<file path="config.mk">
export PLATFORM = sky130hd
export DESIGN_NAME = ball_hit_ctrl_flat
export DESIGN_NICKNAME = d
export VERILOG_FILES = /design/src/rtl/ball_hit_ctrl_if.sv /design/src/rtl/ball_hit_ctrl.sv /design/src/flat_wrapper.sv
export SDC_FILE = /design/constraint.sdc
export NUM_CORES = 1
export LEC_CHECK = 0
export CAP_MARGIN = 20
export CELL_PAD_IN_SITES_DETAIL_PLACEMENT = 2
export CELL_PAD_IN_SITES_GLOBAL_PLACEMENT = 2
export CORE_ASPECT_RATIO = 1.75
export CORE_MARGIN = 2
export CORE_UTILIZATION = 29
export DETAILED_ROUTE_END_ITERATION = 6
export GPL_TIMING_DRIVEN = 1
export HOLD_SLACK_MARGIN = 0.03
export MAX_ROUTING_LAYER = met4
export PLACE_DENSITY_LB_ADDON = 0.1
export SYNTH_ARGS = -nofsm -noshare
export SYNTH_HDL_FRONTEND = slang
export SYNTH_SLANG_ARGS = --single-unit
</file>
<file path="constraint.sdc">
create_clock -name clk -period 2.3 [get_ports clk]
set_input_delay 0.345 -clock clk [delete_from_list [all_inputs] [get_ports clk]]
set_output_delay 0.345 -clock clk [all_outputs]
set_load 0.01 [all_outputs]
</file>
<file path="src/rtl/ball_hit_ctrl_if.sv">
// Signal bundle between the ball pixel pipeline / game control and ball_hit_ctrl.
// The slave modport is the controller's view; master is the driver side.
interface ball_hit_ctrl_if;
    logic        startOfFrame;
    logic        ballDrawReq;
    logic        ropeDrawReq;
    logic        playerDrawReq;
    logic [10:0] topLeftX;
    logic [10:0] topLeftY;
    logic        respawn;
    logic        ballVisible;
    logic        splitPulse;
    logic [10:0] splitX;
    logic [10:0] splitY;
    logic        playerHit;
    logic [1:0]  ballState;

    modport master (
        output startOfFrame, ballDrawReq, ropeDrawReq, playerDrawReq,
               topLeftX, topLeftY, respawn,
        input  ballVisible, splitPulse, splitX, splitY, playerHit, ballState
    );

    modport slave (
        input  startOfFrame, ballDrawReq, ropeDrawReq, playerDrawReq,
               topLeftX, topLeftY, respawn,
        output ballVisible, splitPulse, splitX, splitY, playerHit, ballState
    );
endinterface

</file>
<file path="src/rtl/ball_hit_ctrl.sv">
// Ball collision detector and life-cycle sequencer (ALIVE -> POP blink -> DEAD).
// Optional post-respawn hit immunity is enabled by defining HIT_GRACE_EN.
module ball_hit_ctrl #(
    parameter int unsigned POP_FRAMES   = 16,
    parameter int unsigned GRACE_FRAMES = 30
) (
    input  logic           clk,
    input  logic           resetN,
    ball_hit_ctrl_if.slave bus
);
    typedef enum logic [1:0] {ALIVE = 2'b00, POP = 2'b01, DEAD = 2'b10} state_t;

`ifdef HIT_GRACE_EN
    localparam logic [7:0] GRACE_LD = 8'(GRACE_FRAMES);
`else
    // Reload of zero keeps the grace counter permanently idle, so it folds away.
    localparam logic [7:0] GRACE_LD = 8'(GRACE_FRAMES) & 8'd0;
`endif
    localparam logic [7:0] POP_LD = 8'(POP_FRAMES);

    state_t      state, state_nxt;
    logic        rope_flag, plyr_flag;
    logic        rope_coin, plyr_coin, sof, grace_act;
    logic [7:0]  pop_cnt, pop_cnt_nxt;
    logic [7:0]  grace_cnt, grace_cnt_nxt;
    logic        vis, vis_nxt;
    logic        split, split_nxt;
    logic        phit, phit_nxt;
    logic [10:0] sx, sx_nxt, sy, sy_nxt;

    assign sof       = bus.startOfFrame;
    assign rope_coin = bus.ballDrawReq & bus.ropeDrawReq;
    assign plyr_coin = bus.ballDrawReq & bus.playerDrawReq;
    assign grace_act = (grace_cnt != 8'd0);

    always_ff @(posedge clk or negedge resetN) begin
        if (!resetN) begin
            state     <= ALIVE;
            rope_flag <= 1'b0;
            plyr_flag <= 1'b0;
            pop_cnt   <= 8'd0;
            grace_cnt <= 8'd0;
            vis       <= 1'b1;
            split     <= 1'b0;
            phit      <= 1'b0;
            sx        <= 11'd0;
            sy        <= 11'd0;
        end else begin
            state     <= state_nxt;
            // On the frame boundary the flags restart from this cycle's coincidence.
            rope_flag <= sof ? rope_coin : (rope_flag | rope_coin);
            plyr_flag <= sof ? plyr_coin : (plyr_flag | plyr_coin);
            pop_cnt   <= pop_cnt_nxt;
            grace_cnt <= grace_cnt_nxt;
            vis       <= vis_nxt;
            split     <= split_nxt;
            phit      <= phit_nxt;
            sx        <= sx_nxt;
            sy        <= sy_nxt;
        end
    end

    always_comb begin
        state_nxt = state;
        unique case (state)
            ALIVE:   if (sof && !grace_act && rope_flag) state_nxt = POP;
            POP:     if (sof && pop_cnt == 8'd1)         state_nxt = DEAD;
            DEAD:    if (bus.respawn)                    state_nxt = ALIVE;
            default: state_nxt = ALIVE;
        endcase
    end

    always_comb begin
        pop_cnt_nxt   = pop_cnt;
        grace_cnt_nxt = grace_cnt;
        vis_nxt       = vis;
        split_nxt     = 1'b0;
        phit_nxt      = 1'b0;
        sx_nxt        = sx;
        sy_nxt        = sy;
        unique case (state)
            ALIVE: begin
                if (sof) begin
                    if (grace_act) begin
                        grace_cnt_nxt = grace_cnt - 8'd1;
                        vis_nxt       = (grace_cnt == 8'd1) ? 1'b1 : ~vis;
                    end else if (rope_flag) begin
                        split_nxt   = 1'b1;
                        sx_nxt      = bus.topLeftX;
                        sy_nxt      = bus.topLeftY;
                        pop_cnt_nxt = POP_LD;
                        vis_nxt     = 1'b0;
                    end else if (plyr_flag) begin
                        phit_nxt = 1'b1;
                    end
                end
            end
            POP: begin
                if (sof) begin
                    if (pop_cnt != 8'd0) pop_cnt_nxt = pop_cnt - 8'd1;
                    vis_nxt = (pop_cnt == 8'd1) ? 1'b0 : ~vis;
                end
            end
            DEAD: begin
                vis_nxt = bus.respawn;
                if (bus.respawn) grace_cnt_nxt = GRACE_LD;
            end
            default: vis_nxt = 1'b1;
        endcase
    end

    assign bus.ballVisible = vis;
    assign bus.splitPulse  = split;
    assign bus.splitX      = sx;
    assign bus.splitY      = sy;
    assign bus.playerHit   = phit;
    assign bus.ballState   = state;
endmodule

</file>
<file path="src/flat_wrapper.sv">
// flat-port wrapper written by rule: the top's interface ports become plain ports
module ball_hit_ctrl_flat 
#(
    parameter int unsigned POP_FRAMES   = 16,
    parameter int unsigned GRACE_FRAMES = 30
)
  (clk, resetN, bus_startOfFrame, bus_ballDrawReq, bus_ropeDrawReq, bus_playerDrawReq, bus_topLeftX, bus_topLeftY, bus_respawn, bus_ballVisible, bus_splitPulse, bus_splitX, bus_splitY, bus_playerHit, bus_ballState);
  ball_hit_ctrl_if bus_i ();
  input  logic clk;
  input  logic resetN;
  input wire logic [$bits(bus_i.startOfFrame)-1:0] bus_startOfFrame;
  input wire logic [$bits(bus_i.ballDrawReq)-1:0] bus_ballDrawReq;
  input wire logic [$bits(bus_i.ropeDrawReq)-1:0] bus_ropeDrawReq;
  input wire logic [$bits(bus_i.playerDrawReq)-1:0] bus_playerDrawReq;
  input wire logic [$bits(bus_i.topLeftX)-1:0] bus_topLeftX;
  input wire logic [$bits(bus_i.topLeftY)-1:0] bus_topLeftY;
  input wire logic [$bits(bus_i.respawn)-1:0] bus_respawn;
  output wire logic [$bits(bus_i.ballVisible)-1:0] bus_ballVisible;
  output wire logic [$bits(bus_i.splitPulse)-1:0] bus_splitPulse;
  output wire logic [$bits(bus_i.splitX)-1:0] bus_splitX;
  output wire logic [$bits(bus_i.splitY)-1:0] bus_splitY;
  output wire logic [$bits(bus_i.playerHit)-1:0] bus_playerHit;
  output wire logic [$bits(bus_i.ballState)-1:0] bus_ballState;
  assign bus_i.startOfFrame = bus_startOfFrame;
  assign bus_i.ballDrawReq = bus_ballDrawReq;
  assign bus_i.ropeDrawReq = bus_ropeDrawReq;
  assign bus_i.playerDrawReq = bus_playerDrawReq;
  assign bus_i.topLeftX = bus_topLeftX;
  assign bus_i.topLeftY = bus_topLeftY;
  assign bus_i.respawn = bus_respawn;
  assign bus_ballVisible = bus_i.ballVisible;
  assign bus_splitPulse = bus_i.splitPulse;
  assign bus_splitX = bus_i.splitX;
  assign bus_splitY = bus_i.splitY;
  assign bus_playerHit = bus_i.playerHit;
  assign bus_ballState = bus_i.ballState;
  ball_hit_ctrl #(.POP_FRAMES(POP_FRAMES), .GRACE_FRAMES(GRACE_FRAMES)) u_core (.clk(clk), .resetN(resetN), .bus(bus_i));
endmodule
</file>
# Word level (Yosys, flattened, before mapping)
# Cells that the tools add are included.
# word_totals
wordCells	78
in_bits	29
regBits	45
output_inout_bits	27
# classes
eq_ne	14
n_addsub	2
n_mux	32
bitwise	6
n_reduce_logical	14
# ops
cell	count
$mux W8	8
$pmux W8 S2	2
$mux W1	17
$eq A8 B1 Y1 const B	2
$reduce_bool A8 Y1	2
$sub A8 B1 Y8 const B	2
$ne A2 B1 Y1 const B	5
$ne A2 B2 Y1 const B	4
$reduce_and A4 Y1	2
$mux W2	3
$pmux W2 S3	1
$reduce_and A3 Y1	2
$reduce_and A6 Y1	1
$reduce_bool A2 Y1	2
$logic_and A1 B1 Y1	3
$ne A3 B1 Y1 const B	1
$pmux W1 S3	1
$and A1 B1 Y1	2
$eq A2 B1 Y1 const B	1
$eq A2 B2 Y1 const B	1
$logic_not A2 Y1	1
$not A1 Y1	2
$or A1 B1 Y1	2
$logic_not A1 Y1	1

# Logic depth before layout (Yosys ltp)
# Gate-level depths: netlist of the first run.
# depth
word_depth	6
mapped_depth	10
depth_no_buf	8

# Worst setup path before layout of the first run
# OpenSTA, ideal clock, no wires.
# synth_timing
path_kind	register to register
start	register u_core.grace_cnt[0]
end	register u_core.pop_cnt[7]
setup_ps	130
t_arrival_ps	1940
required_time_ps	2170
slack_ps	230
n_path_buf	2
stages_incl_launch_ff	10
period_less_slack_ps	2070
path_cell_list	dfrtp_1 > inv_1 > ha_1 > or3b_2 > or2_1 > or2_1 > buf_6 > inv_8 > buf_12 > a21oi_1
# synth_between
elab_chain_len	3
# synth_lines
element	line	text
start: declaration	ball_hit_ctrl.sv:25	logic [7:0] grace_cnt, grace_cnt_nxt;
start signal: assignment	ball_hit_ctrl.sv:54	grace_cnt <= grace_cnt_nxt;
$reduce_bool A8 Y1	ball_hit_ctrl.sv:34	assign grace_act = (grace_cnt != 8'd0);
$ne A2 B2 Y1 (no source line)	n/a	
$reduce_and A6 Y1 (no source line)	n/a	
end signal: assignment	ball_hit_ctrl.sv:53	pop_cnt <= pop_cnt_nxt;
end: declaration	ball_hit_ctrl.sv:24	logic [7:0] pop_cnt, pop_cnt_nxt;
# Every way passes these cells.
# A chain may end at the register's enable or synchronous reset.

# Worst setup path after layout of the first run
# layout_timing
start	register u_core.grace_cnt[1]
end	register u_core.pop_cnt[7]
# The elaborated chain is that of the path after synthesis.

==> impl_metrics.py, run 1 <==
metrics = {
    "outcome": {
        "outcome": "complete, no violations",
    },
    "sta": {
        "slew_viol_final": 0,
        "period_needed_ps": 2210,
        "max_slew.worst_pin.slew_ps": 607,
        "relSlewSlack_pct": 59.5,
        "max_freq_mhz": 453,
        "post-route-period-util_pct": 96.1,
        "setup_viol": 0,
        "finClkSkew_ps": 6.81,
        "hold_viol_final": 0,
    },
    "min_path": {
        "hp-class": "input pin to asynchronous set/reset pin",
    },
    "setup_path": {
        "crit_path_end_kind": "flop",
        "cp-start-kind": "flop",
        "path_max_fanout": 4,
        "crit_arrival_ps": 2440,
        "criticalPathCategory": "flop to flop",
        "cp.required_ps": 2530,
    },
    "final_layout": {
        "syn2layout_area_growth_pct": 38.5,
        "drive_gt1_share_pct": 12.5,
        "fin_nets": 337,
        "antenna_cells": 0,
        "fin_area_um2": 3030,
    },
    "yosys": {
        "syn_avg_cell_area_um2": 9.31,
        "synthArstFlopShare_pct": 100,
        "synth_top_cell_area_share_pct": 50.3,
        "synth_cell_type_count": 41,
        "synth_edf_count": 0,
        "syn-cell-area_um2": 2190,
        "yosys_warnings": 0,
        "syn-num-nets": 270,
        "synthTopCellsByCount": "nand2_1 (74), dfrtp_1 (44), nor2_1 (18)",
        "syn_inst": 235,
        "synth.most_common_cell": "nand2_1",
        "synth_flop_cell": "dfrtp_1",
        "yosysSeqAreaShare_pct": 51.5,
        "synth_top_area_cell": "dfrtp_1",
        "synth.area.top_cells": "dfrtp_1 (50%), nand2_1 (13%), ha_1 (3.4%)",
        "synth-seq-cells": 45,
    },
    "power_and_ir_drop": {
        "finalPower_w": 0.00335,
        "intPower_w": 0.00214,
        "p_leak_nw": 1.39,
        "ir_worst_vdd_v": 0.000411,
        "clock_power_share_pct": 21.3,
        "combPwrFrac_pct": 40.0,
        "sw_frac_of_total_pct": 36.1,
        "p_per_area_nw_per_um2": 1110,
        "power_frac_seq_pct": 38.7,
        "switchingPower_w": 0.00121,
    },
    "global_route": {
        "grt_pass1_wl_mm": 10.5,
        "grt_max_degree": 46,
        "met1_usage_pct": 17.7,
        "antenna_found_initial": 0,
        "grt_pass1_vias": 2109,
        "met2_usage_pct": 30.0,
        "grt_overflow": 0,
        "track_usage_pct": 16.6,
        "grt_use_met3_pct": 2.54,
        "busiest_layer": "met2",
    },
    "clock_network": {
        "clock_path_buffers": 2,
        "cts_tree": "yes",
        "path_clk_slew_ps": 60,
        "clock_latency_ps": 290,
        "htreeDepth": 2,
        "cts_root_buf": "clkbuf_16",
        "cts_buffers": 5,
        "clkSinkCount": 45,
    },
    "route": {
        "wirelength_mm": 6.32,
        "drtIter0Drc": 44,
        "dr.pass1.iters": 4,
        "route.detailed.drc": 0,
        "viasPerCell": 4.89,
        "final_antenna_net_count": 0,
        "vias": 1903,
        "wl_per_cell_um": 16.2,
    },
    "floorplanning": {
        "dieArea_um2": 8280,
        "dieWidth_um": 69.7,
        "coreArea_um2": 7280,
        "io_pins": 56,
        "rows": 41,
        "start_util_pct": 30.0,
        "die_y_um": 119,
    },
    "placed_design": {
        "postPlaceCellArea_um2": 2860,
        "dp_hpwl_mm": 4.66,
        "port_buffers": 55,
        "gp_congestion": 0.754,
    },
    "job": {
        "cap_viol_max_count": 0,
    },
}
cell type report:
class                           instances  area (µm²)
Sequential cell                        45        1130
Clock buffer                            5         125
Fill cell                             808        4250
Tap cell                               86         108
Multi-Input combinational cell        172         945
Timing Repair Buffer                   70         671
Clock inverter                          3        17.5
Inverter                                8        37.5
sequential cells by signal, summed over array words and instances, names as in the netlist:
name and count:
u_core.rope_flag 1, u_core.grace_cnt 8, u_core.plyr_flag 1, u_core.bus.splitX 11
u_core.bus.ballVisible 1, u_core.bus.splitPulse 1, u_core.bus.splitY 11, u_core.bus.ballState 2
u_core.bus.playerHit 1, u_core.pop_cnt 8
per-stage QoR:
step / hold WS [ps] / worst slack (ps) / setup TNS, ps / instances / utilization (%)
after floorplan: 49.4 / 230 / 0 / 235 / -
after global placement: 457 / 154 / 0 / 380 / 39.2
after detailed placement: 470 / 55.8 / 0 / 380 / 39.2
after CTS: 170 / 55.0 / 0 / 388 / 41.2
after global routing: 192 / -9.21 / -9.21 / 389 / 41.6
final: 147 / 90.1 / 0 / 389 / 41.6
worst paths after layout:
kind | from | endpoint | slack [ps] | depth (start not counted)
worst max-delay path | u_core.grace_cnt[1]$_DFFE_PN0P_ | u_core.pop_cnt[7]$_DFFE_PN0P_ | 90 | 8
worst min-delay path | resetN | u_core.bus.splitY[8]$_DFFE_PN0P_ | 150 | 2
worst max register to register | u_core.grace_cnt[1]$_DFFE_PN0P_ | u_core.pop_cnt[7]$_DFFE_PN0P_ | 90 | 8
worst min register to register | u_core.bus.splitY[6]$_DFFE_PN0P_ | u_core.bus.splitY[6]$_DFFE_PN0P_ | 480 | 2
max in group asynchronous | resetN | u_core.grace_cnt[6]$_DFFE_PN0P_ | 1740 | 2
min in group clk | u_core.bus.splitY[6]$_DFFE_PN0P_ | u_core.bus.splitY[6]$_DFFE_PN0P_ | 480 | 2
placed cells by master, fill, tap and decap left out, drive strengths merged:
master          n
o221ai          1
nor2           18
dfstp           1
or2             3
nor3b           1
nand2          74
a22o            1
xnor2           1
a2bb2oi         1
nor4            2
or4b            1
or3b            1
buf            16
nand3           6
nor2b           2
o31ai           3
and2            1
o21ai           9
nand4b          1
or4             2
clkinvlp        1
xor2            7
a21o            2
a21oi           8
inv             8
clkbuf          5
or3             3
nand4           8
o22ai           1
dfrtp          44
clkdlybuf4s50  54
ha              6
clkinv          2
mux2i           1
nor3            6
nand2b          2
repair_timing:
action,CTS,global route
hold buffers,0,0
endpoints found under the setup margin,0,2
hold endpoints to repair,0,0
resized for setup,0,7
setup buffers,0,1
logic make-up (layout without fill, tap and decap cells):
family,Yosys count,after routing,synth area share (%)
XOR/XNOR,8,8,3.20
AO/OA/AOI/OAI,26,26,7.78
flip-flops,45,45,51.5
AND/OR/NAND/NOR,131,131,27.2
adder cells (fa/ha/maj),6,6,3.43
multiplexers,1,1,0.457
buffers and inverters,18,86,6.40
worst max-delay path, stage by stage, from the launching register on:
cell and delay (ps):
dfrtp_1 400, inv_2 70, ha_1 120, or3b_2 450, buf_4 170, o21ai_4 190
nand3_4 110, or4_4 510, a21oi_2 130
layer usage:
| metal | share of wire (%) | wire length, µm |
|---|---|---|
| met3 | 3.4 | 213 |
| met1 | 41 | 2570 |
| met4 | 2.2 | 137 |
| met5 | 0 | 0 |
| met2 | 54 | 3400 |
power by group through the flow:
stage / registers, W / clock network (W) / logic [W]
after floorplan: 0.00131 / 0 / 0.000652
after global placement: 0.00129 / 0 / 0.00127
after detailed placement: 0.00131 / 0 / 0.00131
after CTS: 0.00130 / 0.000744 / 0.00133
after global routing: 0.00134 / 0.000770 / 0.00149
final: 0.00130 / 0.000715 / 0.00134
(Power assumes the default switching activity.)
==> inputs of run 2 (changes only) <==
--- a/config.mk
+++ b/config.mk
@@ -11,6 +11,7 @@
 export CORE_ASPECT_RATIO = 1.75
 export CORE_MARGIN = 2
 export CORE_UTILIZATION = 29
+export CTS_BUF_LIST = sky130_fd_sc_hd__clkbuf_16
 export DETAILED_ROUTE_END_ITERATION = 6
 export GPL_TIMING_DRIVEN = 1
 export HOLD_SLACK_MARGIN = 0.03
==> results of run 2 <==
Final layout, timing and power as in run 1 (identical DEF).
